==> src/rtl/alux_unit.sv <==
// alux_unit: multi-cycle arithmetic/logic unit.
// Single-step ops complete one edge after start; MUL (shift-add) and
// DIV (restoring) take WIDTH edges. A registered alux_done pulse marks each
// completion. result/error hold their values between completions.
module alux_unit #(
    parameter int WIDTH = 16
) (
    input  logic                 clock,
    input  logic                 reset,
    input  logic                 start,
    input  logic [3:0]           opr,
    input  logic [WIDTH-1:0]     dataa,
    input  logic [WIDTH-1:0]     datab,
    input  logic                 abort,
    output logic                 busy,
    output logic                 alux_done,
    output logic [2*WIDTH-1:0]   result,
    output logic                 error
);

    localparam int AW = 2 * WIDTH + 1;
    localparam int CW = $clog2(WIDTH) + 1;

    localparam logic [3:0] OP_ADD     = 4'b0000;
    localparam logic [3:0] OP_SUB     = 4'b0001;
    localparam logic [3:0] OP_MUL     = 4'b0010;
    localparam logic [3:0] OP_DIV     = 4'b0011;
    localparam logic [3:0] OP_AND     = 4'b0100;
    localparam logic [3:0] OP_OR      = 4'b0110;
    localparam logic [3:0] OP_XOR     = 4'b1000;
    localparam logic [3:0] OP_MAX     = 4'b1001;
    localparam logic [3:0] OP_ABSDIFF = 4'b1010;

    typedef enum logic [1:0] {
        S_IDLE,
        S_EXEC,
        S_DONE
    } state_t;

    state_t               state_q;
    state_t               state_d;

    logic [3:0]           op_q;
    logic [WIDTH-1:0]     a_q;
    logic [WIDTH-1:0]     b_q;
    logic [AW-1:0]        acc_q;
    logic [CW-1:0]        cnt_q;

    logic [AW-1:0]        mul_step;
    logic [AW-1:0]        div_shift;
    logic [AW-1:0]        div_step;
    logic [AW-1:0]        step;
    logic [WIDTH:0]       sum;
    logic [WIDTH:0]       diff;
    logic [2*WIDTH-1:0]   single_res;
    logic                 single_err;
    logic                 multi;
    logic                 last_iter;
    logic                 finish;

    // Iteration datapath and single-step results from the latched operands.
    // MUL: acc = {partial_hi, multiplier}, add A to the high part when the
    // multiplier LSB is set, then shift right.
    // DIV: acc = {remainder, quotient/dividend}, shift left, subtract B from
    // the high part when it fits and set the new quotient bit.
    always_comb begin
        mul_step = acc_q;
        if (acc_q[0]) begin
            mul_step[AW-1:WIDTH] = acc_q[AW-1:WIDTH] + {1'b0, a_q};
        end
        mul_step = mul_step >> 1;

        div_shift = acc_q << 1;
        div_step  = div_shift;
        if (div_shift[AW-1:WIDTH] >= {1'b0, b_q}) begin
            div_step[AW-1:WIDTH] = div_shift[AW-1:WIDTH] - {1'b0, b_q};
            div_step[0]          = 1'b1;
        end

        sum  = {1'b0, a_q} + {1'b0, b_q};
        diff = {1'b0, a_q} - {1'b0, b_q};

        single_res = '0;
        single_err = 1'b0;
        case (op_q)
            OP_ADD:     single_res[WIDTH:0]   = sum;
            OP_SUB:     single_res[WIDTH:0]   = diff;
            OP_AND:     single_res[WIDTH-1:0] = a_q & b_q;
            OP_OR:      single_res[WIDTH-1:0] = a_q | b_q;
            OP_XOR:     single_res[WIDTH-1:0] = a_q ^ b_q;
            OP_MAX:     single_res[WIDTH-1:0] = (a_q >= b_q) ? a_q : b_q;
            OP_ABSDIFF: single_res[WIDTH-1:0] = (a_q >= b_q) ? (a_q - b_q) : (b_q - a_q);
            OP_MUL:     single_res = '0;
            OP_DIV: begin
                // only reached as a single step when the divisor is zero
                single_res = '1;
                single_err = 1'b1;
            end
            default:    single_err = 1'b1;
        endcase

        multi     = (op_q == OP_MUL) || ((op_q == OP_DIV) && (b_q != '0));
        step      = (op_q == OP_MUL) ? mul_step : div_step;
        last_iter = (cnt_q == CW'(WIDTH - 1));
        finish    = multi ? last_iter : 1'b1;
    end

    // State register.
    always_ff @(posedge clock) begin
        if (reset) begin
            state_q <= S_IDLE;
        end else begin
            state_q <= state_d;
        end
    end

    // Next-state logic; abort only matters in EXEC and beats completion.
    always_comb begin
        state_d = state_q;
        case (state_q)
            S_IDLE: if (start) state_d = S_EXEC;
            S_EXEC: begin
                if (abort) begin
                    state_d = S_IDLE;
                end else if (finish) begin
                    state_d = S_DONE;
                end
            end
            S_DONE: state_d = S_IDLE;
            default: state_d = S_IDLE;
        endcase
    end

    assign busy = (state_q != S_IDLE);

    // Operand capture, iteration, and registered result/error/done.
    always_ff @(posedge clock) begin
        if (reset) begin
            op_q      <= '0;
            a_q       <= '0;
            b_q       <= '0;
            acc_q     <= '0;
            cnt_q     <= '0;
            result    <= '0;
            error     <= 1'b0;
            alux_done <= 1'b0;
        end else begin
            alux_done <= 1'b0;
            case (state_q)
                S_IDLE: begin
                    if (start) begin
                        op_q  <= opr;
                        a_q   <= dataa;
                        b_q   <= datab;
                        cnt_q <= '0;
                        acc_q <= (opr == OP_DIV) ? AW'(dataa) : AW'(datab);
                    end
                end
                S_EXEC: begin
                    if (!abort) begin
                        if (multi) begin
                            acc_q <= step;
                            cnt_q <= cnt_q + CW'(1);
                        end
                        if (finish) begin
                            result    <= multi ? step[2*WIDTH-1:0] : single_res;
                            error     <= multi ? 1'b0 : single_err;
                            alux_done <= 1'b1;
                        end
                    end
                end
                default: ;
            endcase
        end
    end

endmodule
==> config.mk <==
export PLATFORM = sky130hd
export DESIGN_NAME = alux_unit
export DESIGN_NICKNAME = d
export VERILOG_FILES = /design/src/rtl/alux_unit.sv
export SDC_FILE = /design/constraint.sdc
export NUM_CORES = 1
export LEC_CHECK = 0
export CORE_MARGIN = 5
export CORE_UTILIZATION = 66
export CTS_CLUSTER_DIAMETER = 200
export DETAILED_ROUTE_END_ITERATION = 16
export PLACE_DENSITY = 0.89
export SLEW_MARGIN = 20
export SYNTH_ARGS = -nofsm -noshare
export SYNTH_HDL_FRONTEND = slang
export SYNTH_SLANG_ARGS = --single-unit
==> constraint.sdc <==
create_clock -name clock -period 6.4 [get_ports clock]
set_clock_uncertainty 0.05 [all_clocks]
set_input_delay 1.6 -clock clock [delete_from_list [all_inputs] [get_ports clock]]
set_output_delay 1.6 -clock clock [all_outputs]
set_load 0.005 [all_outputs]
* Yosys cells after proc, flatten, opt, wreduce, memory -nomap -nowiden
Cells that the tools add are included.
Widths: inputs -> output; s select.
** Storage, ports and cells
- Input bits :: 40
- Register bits :: 110
- Output and inout bits :: 35
- Logic and storage cells :: 78
** Cells by class
- Order comparisons :: 2
- Multiplexer cells :: 27
- Bitwise operators :: 5
- Equal/unequal tests :: 15
- $add $sub $neg :: 7
- Reductions and logical operators :: 13
** Operators by type and width (number)
- $mux 33 :: 4
- $pmux 16 s8 :: 1
- $pmux 33 s2 :: 1
- $mux 16 :: 3
- $mux 17 :: 2
- $mux 32 :: 1
- $sub 16x16->16 :: 2
- $add 16x16->17 :: 1
- $add 17x16->17 :: 1
- $ge 17x16->1 :: 1
- $sub 16x16->17 :: 1
- $sub 17x16->17 :: 1
- $and 16x16->16 :: 1
- $ge 16x16->1 :: 1
- $or 16x16->16 :: 1
- $reduce_bool 16->1 :: 1
- $xor 16x16->16 :: 1
- $mux 15 :: 1
- $mux 5 :: 3
- $eq 4x2->1 const B :: 3
- $eq 4x4->1 const B :: 3
- $pmux 5 s2 :: 1
- $eq 4x3->1 const B :: 2
- $reduce_or 8->1 :: 1
- 20 further kinds :: 31

* Longest topological paths before layout
Gate-level depths: netlist of run 1.
- Depth in word-level cells :: 7
- Mapped depth :: 13
- Gate-level depth less buffers :: 12

* Worst setup path after synthesis of run 1
OpenSTA, ideal clock, no wires.
- Path kind :: input to register
- From :: in opr[2]
- To :: reg acc_q[10]
- Required time :: 6.222 ns
- Stages :: 6
- Arrival time :: 3.058 ns
- Buffers on the path :: 1
- Slack :: 3.164 ns
- Setup time :: 0.128 ns
- Cell sequence :: nor3_1 -> buf_2 -> mux2i_1 -> o22ai_1 -> a21oi_1 -> nor2_1
** On the way
- Cells in the longest elaborated chain, start to end :: 4
** Ends and longest elaborated chain
- start, declared :: line 11 : input logic [3:0] opr,
- $eq 4x2->1 :: line 156 : acc_q <= (opr == OP_DIV) ? AW'(dataa) : AW'(datab);
- $mux 16 :: line 156
- $mux 33 :: line 151 : if (start) begin
- $pmux 33 s2 :: line 149 : case (state_q)
- end signal, assigned :: line 156
- end signal, assigned :: line 162 : acc_q <= step;
- end, declared :: line 46 : logic [AW-1:0] acc_q;
Every way passes these cells. The select of a mux whose other input is x is not followed.
A chain may end at the register's enable or synchronous reset.

* Worst setup path in the final report of run 1
- From :: reg a_q[13]
- To :: reg result[8]
** On the way
- Cells in the longest elaborated chain, start to end :: 4
- Elaborated cells between the ends (all ways) :: 5
- Those cells by class :: order compare: 1; mux: 4
** Ends and longest elaborated chain
- start, declared :: line 44 : logic [WIDTH-1:0] a_q;
- start signal, assigned :: line 153 : a_q <= dataa;
- $ge 16x16->1 * :: line 91, 92
- $mux 16, on equally long branches :: line 92, 91
- $pmux 16 s8 * :: line 85 : case (op_q)
- $mux 32 * :: line 166 : result <= multi ? step[2*WIDTH-1:0] : single_res;
- end signal, assigned :: line 166
- end, declared :: line 17 : output logic [2*WIDTH-1:0] result,
Mark *: on every way between the ends. The rest lies on a longest branch, timed or not.

==> metrics, run 1 <==
CTS Hold Bufs=0; layout cell share with drive strength beyond 1=a little under 6%; CTS Root Cell=clkbuf_16; Crit Path Category=reg -> reg; H-tree depth=3; largest net degree at the start of global routing=61; crit end category=flip-flop; Starting Density=~67%; final worst slack=2.31 ns; R2R setup slack=2.31 ns; CP required=6.63 ns; vias per inst=7.32; Setup WS pre-CTS=2.36 ns; First-pass DRT Iterations=6; clock net sink count=110; via count=around 12000; DR iter-0 viols=~2200; Synth top cells by count=a21oi_1 (146), nand2_1 (143), nor2_1 (132); Worst-Margin Slew=1.17 ns; Slew HR=a little over a fifth; Post-DRT Antenna Nets=0; Power Density=just under 200 mW/mm2; die width=about 140 um; Setup Fix Bufs, Post-CTS=0; fill count=1304; All-Layer GR Usage=42.4%; clk buf depth=2; HP Class=reg -> reg; most common cell in the netlist=a21oi_1; fin crit share=63.8%; vias in the first global route=approximately 11000; CTS tree=done; Setup violations, final=0; num rows=46; Leak Pwr=between 0.004 and 0.005 uW; post-synthesis net count=1562; RePlAce Congestion=around 1.1; Final Hold Viols=0; post-synthesis sequential area ratio=about a fifth; maxcap violations=0; CORE AREA=about 0.016 mm2; aggregate global routing overflow=0; final wirelength=a little over 40000 um; ANT cells=0; Slew Viols, Final=0; Final Net Count=~1600; top cell type's share of synthesized area=a little over 20%; DRC viols=0; synthesized cell area=0.0107 mm2; Area Overhead vs Synth=10.3%; Startpoint Class=flip-flop; I/O pin cnt=75; initial antenna violation count=0; Post-synth EDFFs=0; Yosys top cell by area=dfxtp_1; Mapped Cells=~1400; Synth Register Bits=110; run status=finished, final reports clean; YS warnings=0; clk slew on worst S/H paths=roughly 0.090 ns; post_cts resized=0; Yosys cell types=between 90 and 100; Clock Latency Late Sink=0.37 ns; Peak Freq=245 MHz; Post-DP HPWL=approximately 30000 um; Post-synth ARST share=0%; synthesized area per cell=roughly 7.6 um2; synth top area cells=dfxtp_1 (21%), ha_1 (12%), a21oi_1 (6.8%), nand2_1 (5.0%), nor2_1 (4.6%); global-route wire length before repair=roughly 62000 um; Power Total=about 2300 uW; Final min period=between 4 and 5 ns; unrepaired setup endpoints after global routing=no; die area=roughly 0.019 mm2; wire per inst=between 20 and 25 um; CP arrival=around 4.3 ns; Max VDD drop=about 0.14 mV; final hold slack=between 0.4 and 0.5 ns; Top FF cell, synth=dfxtp_1; Setup TNS=0 ns; port bufs=74; TritonCTS Buffers=9; die extent in y=137 um; Max Fanout on Critical Path=19
-- routing by layer --
metal,up-vias,wire length (um),track usage [%]
met2,1016,16900,61.2
met3,174,5960,10.6
met4,0,2040,18.8
met1,5596,15700,59.5
met5,-,0,0
li1,5292,-,-
-- cell families (layout without fill, tap and decap cells) --
| logic type | after synthesis | count (layout) | synth area share [%] |
|---|---|---|---|
| AO/OA/AOI/OAI | 506 | 506 | 33.3 |
| XOR/XNOR | 25 | 25 | 2.05 |
| adder cells (fa/ha/maj) | 109 | 109 | 13.1 |
| buffers and inverters | 156 | 176 | 6.08 |
| flip-flops | 110 | 110 | 20.6 |
| multiplexers | 48 | 48 | 4.57 |
| AND/OR/NAND/NOR | 459 | 459 | 20.3 |
-- registers in the layout, summed over array words and instances, names as in the netlist --
register / flops
error: 1
result: 32
acc_q: 33
cnt_q: 5
b_q: 16
a_q: 16
op_q: 4
alux_done: 1
state_q: 2
-- per-stage QoR --
step	std cells	instance area, um2	utilization [%]
6_report	1649	11800	74.2
5_1_grt	1649	11800	74.2
4_1_cts	1649	11800	74.2
3_5_place_dp	1633	11500	72.3
3_3_place_gp	1633	11500	72.2
2_1_floorplan	1413	10700	-
-- path summary, 6_finish.rpt --
path	depth (start not counted)	to	from
min	2	cnt_q[4]	cnt_q[4]
min reg2reg	2	cnt_q[4]	cnt_q[4]
max reg2reg	10	result[8]	a_q[13]
max	10	result[8]	a_q[13]
-- critical path: stages, from the launching register on --
cell	delay, ns
dfxtp_1	0.56
inv_1	0.12
ha_1	0.73
nor2b_1	0.13
o21ai_0	0.18
a21oi_1	0.14
or3_1	0.72
nor2_4	0.58
o211ai_1	0.25
a211o_1	0.31
a211oi_2	0.21
-- where the power goes --
group | switching [uW] | internal, uW
sequential | 56.9 | 715
clock | 315 | 286
combinational | 586 | 327
-- placed cells by master (no fill, tap or decap), drive strengths merged, types with 9 or more instances in the layout --
cell type | netlist | routed
a21oi | 149 | 149
nand2 | 144 | 144
nor2 | 133 | 133
dfxtp | 110 | 110
ha | 104 | 104
clkdlybuf4s50 | 0 | 73
inv | 68 | 71
o21ai | 64 | 64
mux2i | 42 | 42
nor3 | 36 | 36
nand3 | 32 | 32
a211oi | 30 | 30
o22ai | 25 | 25
nor2b | 20 | 20
a221oi | 20 | 20
a21o | 18 | 18
buf | 35 | 18
nand2b | 16 | 16
xnor2 | 16 | 16
a311oi | 16 | 16
nor4 | 16 | 16
a31oi | 15 | 15
o21a | 15 | 15
a22oi | 14 | 14
o211ai | 14 | 14
o21bai | 13 | 13
nand4 | 11 | 11
o31a | 10 | 10
or3 | 10 | 10
a221o | 10 | 10
a211o | 10 | 10
clkbuf | 52 | 10
xor2 | 9 | 9
a22o | 9 | 9
o2111ai | 9 | 9
and2 | 9 | 9
-- layout make-up --
class	instances	area [um2]	area share, %
clock buffer	10	239	2.03
clock inverter	6	61.3	0.520
inverter	69	259	2.20
multi-input combinational	1147	7890	66.9
sequential	110	2200	18.7
tap	216	270	2.29
timing repair buffer	91	866	7.35
No activity file was read; power rests on OpenSTA's default activity.
==> inputs of run 2 (changes only) <==
--- a/config.mk
+++ b/config.mk
@@ -6,10 +6,10 @@
 export NUM_CORES = 1
 export LEC_CHECK = 0
 export CORE_MARGIN = 5
-export CORE_UTILIZATION = 66
+export CORE_UTILIZATION = 61
 export CTS_CLUSTER_DIAMETER = 200
 export DETAILED_ROUTE_END_ITERATION = 16
-export PLACE_DENSITY = 0.89
+export PLACE_DENSITY = 0.83
 export SLEW_MARGIN = 20
 export SYNTH_ARGS = -nofsm -noshare
 export SYNTH_HDL_FRONTEND = slang
==> constraint.sdc (replaced) <==
create_clock -name clock -period 3.94 [get_ports clock]
set_clock_uncertainty 0.05 [all_clocks]
set_input_delay 0.985 -clock clock [delete_from_list [all_inputs] [get_ports clock]]
set_output_delay 0.985 -clock clock [all_outputs]
set_load 0.005 [all_outputs]
==> metrics, run 2 (synthesis gave the netlist of run 1 again) <==
Setup TNS=0 ns; Slew HR=a little under a fifth; vias in the first global route=about 11000; layout cell share with drive strength beyond 1=9.44%; clk buf depth=2; All-Layer GR Usage=between 40% and 50%; die extent in y=~140 um; TritonCTS Buffers=9; die width=between 100 and 150 um; unrepaired setup endpoints after global routing=no; H-tree depth=3; Slew Viols, Final=0; fin crit share=about nine tenths; max reg flops=33; via count=approximately 12000; CP max stage cell=fa_1; Top Registers=acc_q x33, result x32; Post-DP HPWL=around 33000 um; Setup violations, final=0; Peak Freq=277 MHz; largest net degree at the start of global routing=52; delay-heaviest family, CP=compound AO/OA/AOI/OAI gates; global-route wire length before repair=approximately 66000 um; vias per inst=7.01; commonest non-fill, non-tap cell in the layout=a21oi_1; CORE AREA=~0.017 mm2; maxcap violations=0; I/O pin cnt=75; CTS Root Cell=clkbuf_16; num rows=48; Clock Latency Late Sink=roughly 0.38 ns; fill count=~1400; Startpoint Class=flip-flop; Post-DRT Antenna Nets=0; final core utilization=around 70%; ANT cells=0; port bufs=74; CP arrival=3.84 ns; CP bufs+invs=2; largest register by flop count=acc_q; Area Overhead vs Synth=14.7%; crit end category=flip-flop; run status=finished, final reports clean; CP max stage delay=approximately 0.51 ns; DR iter-0 viols=~1700; Final Net Count=roughly 1600; RePlAce Congestion=roughly 1.0; clk slew on worst S/H paths=about 0.090 ns; initial antenna violation count=0; Max Fanout on Critical Path=11; Max VDD drop=roughly 0.24 mV; CTS tree=done; First-pass DRT Iterations=7; Starting Density=between 60% and 70%; final wirelength=43100 um; Leak Pwr=between 0.004 and 0.005 uW; Power Density=just over 300 mW/mm2; Final min period=3.61 ns; area of the multi-input gates=roughly 0.0079 mm2; clock net sink count=110; worst path cell trace=inv_1, fa_1, nor2b_4, o311a_4, o41a_1, o21a_2, nor2_4, buf_4, mux2i_1, o22ai_1, o21a_1; final hold slack=0.427 ns; DRC viols=0; commonest non-fill, non-tap cells in the layout=a21oi_1 (146), nand2_1 (143), nor2_1 (131); Final Hold Viols=0; Setup Fix Bufs, Post-CTS=0; wire per inst=around 25 um; CP required=~4.2 ns; die area=slightly above 0.02 mm2; register area=roughly 0.0022 mm2; Worst-Margin Slew=approximately 1.2 ns; Crit Path Category=reg -> reg; HP Class=reg -> reg; aggregate global routing overflow=0
-- run 2: final timing paths --
kind	from	end	slack, ns	cells after the start
max	b_q[1]	result[1]	0.33	11
min	result[27]	result[27]	0.43	1
max reg2reg	b_q[1]	result[1]	0.33	11
min reg2reg	result[27]	result[27]	0.43	1
-- run 2: power breakdown --
group | switching, uW | total [uW] | internal (uW)
registers | 56.7 | 1220 | 1160
clock network | 548 | 1010 | 464
logic | 1000 | 1590 | 594
-- run 2: per-layer routing --
layer / vias up / track usage [%] / wire (um) / part of all wire, %
met4: 0 / 20.9 / 2560 / 5.9
met1: 5565 / 56.9 / 16900 / 39
met5: - / 0 / 0 / 0
met2: 895 / 61.3 / 17800 / 41
met3: 190 / 12.0 / 5840 / 14
li1: 5406 / - / - / -
-- run 2: metrics by stage --
| stage | total power, uW | worst slack [ns] | area, um2 | instances |
|---|---|---|---|---|
| floorplan | 2250 | 0.866 | 10700 | 1413 |
| global placement | 2750 | 0.473 | 11900 | 1703 |
| detailed placement | 2760 | 0.341 | 11900 | 1703 |
| CTS | 3750 | 0.325 | 12300 | 1719 |
| global route | 3960 | 0.109 | 12300 | 1719 |
| finish | 3820 | 0.332 | 12300 | 1719 |
-- run 2: final cells by class --
| class | count | area share [%] |
|---|---|---|
| Clock buffer | 9 | 1.84 |
| Clock inverter | 7 | 0.745 |
| Inverter | 69 | 2.11 |
| Multi-Input combinational cell | 1147 | 64.2 |
| Sequential cell | 110 | 18.0 |
| Tap cell | 225 | 2.30 |
| Timing Repair Buffer | 152 | 10.9 |
-- run 2: timing repair --
action,CTS,global route
hold buffers,0,0
gates resized for setup,0,1
setup endpoints to repair,0,1
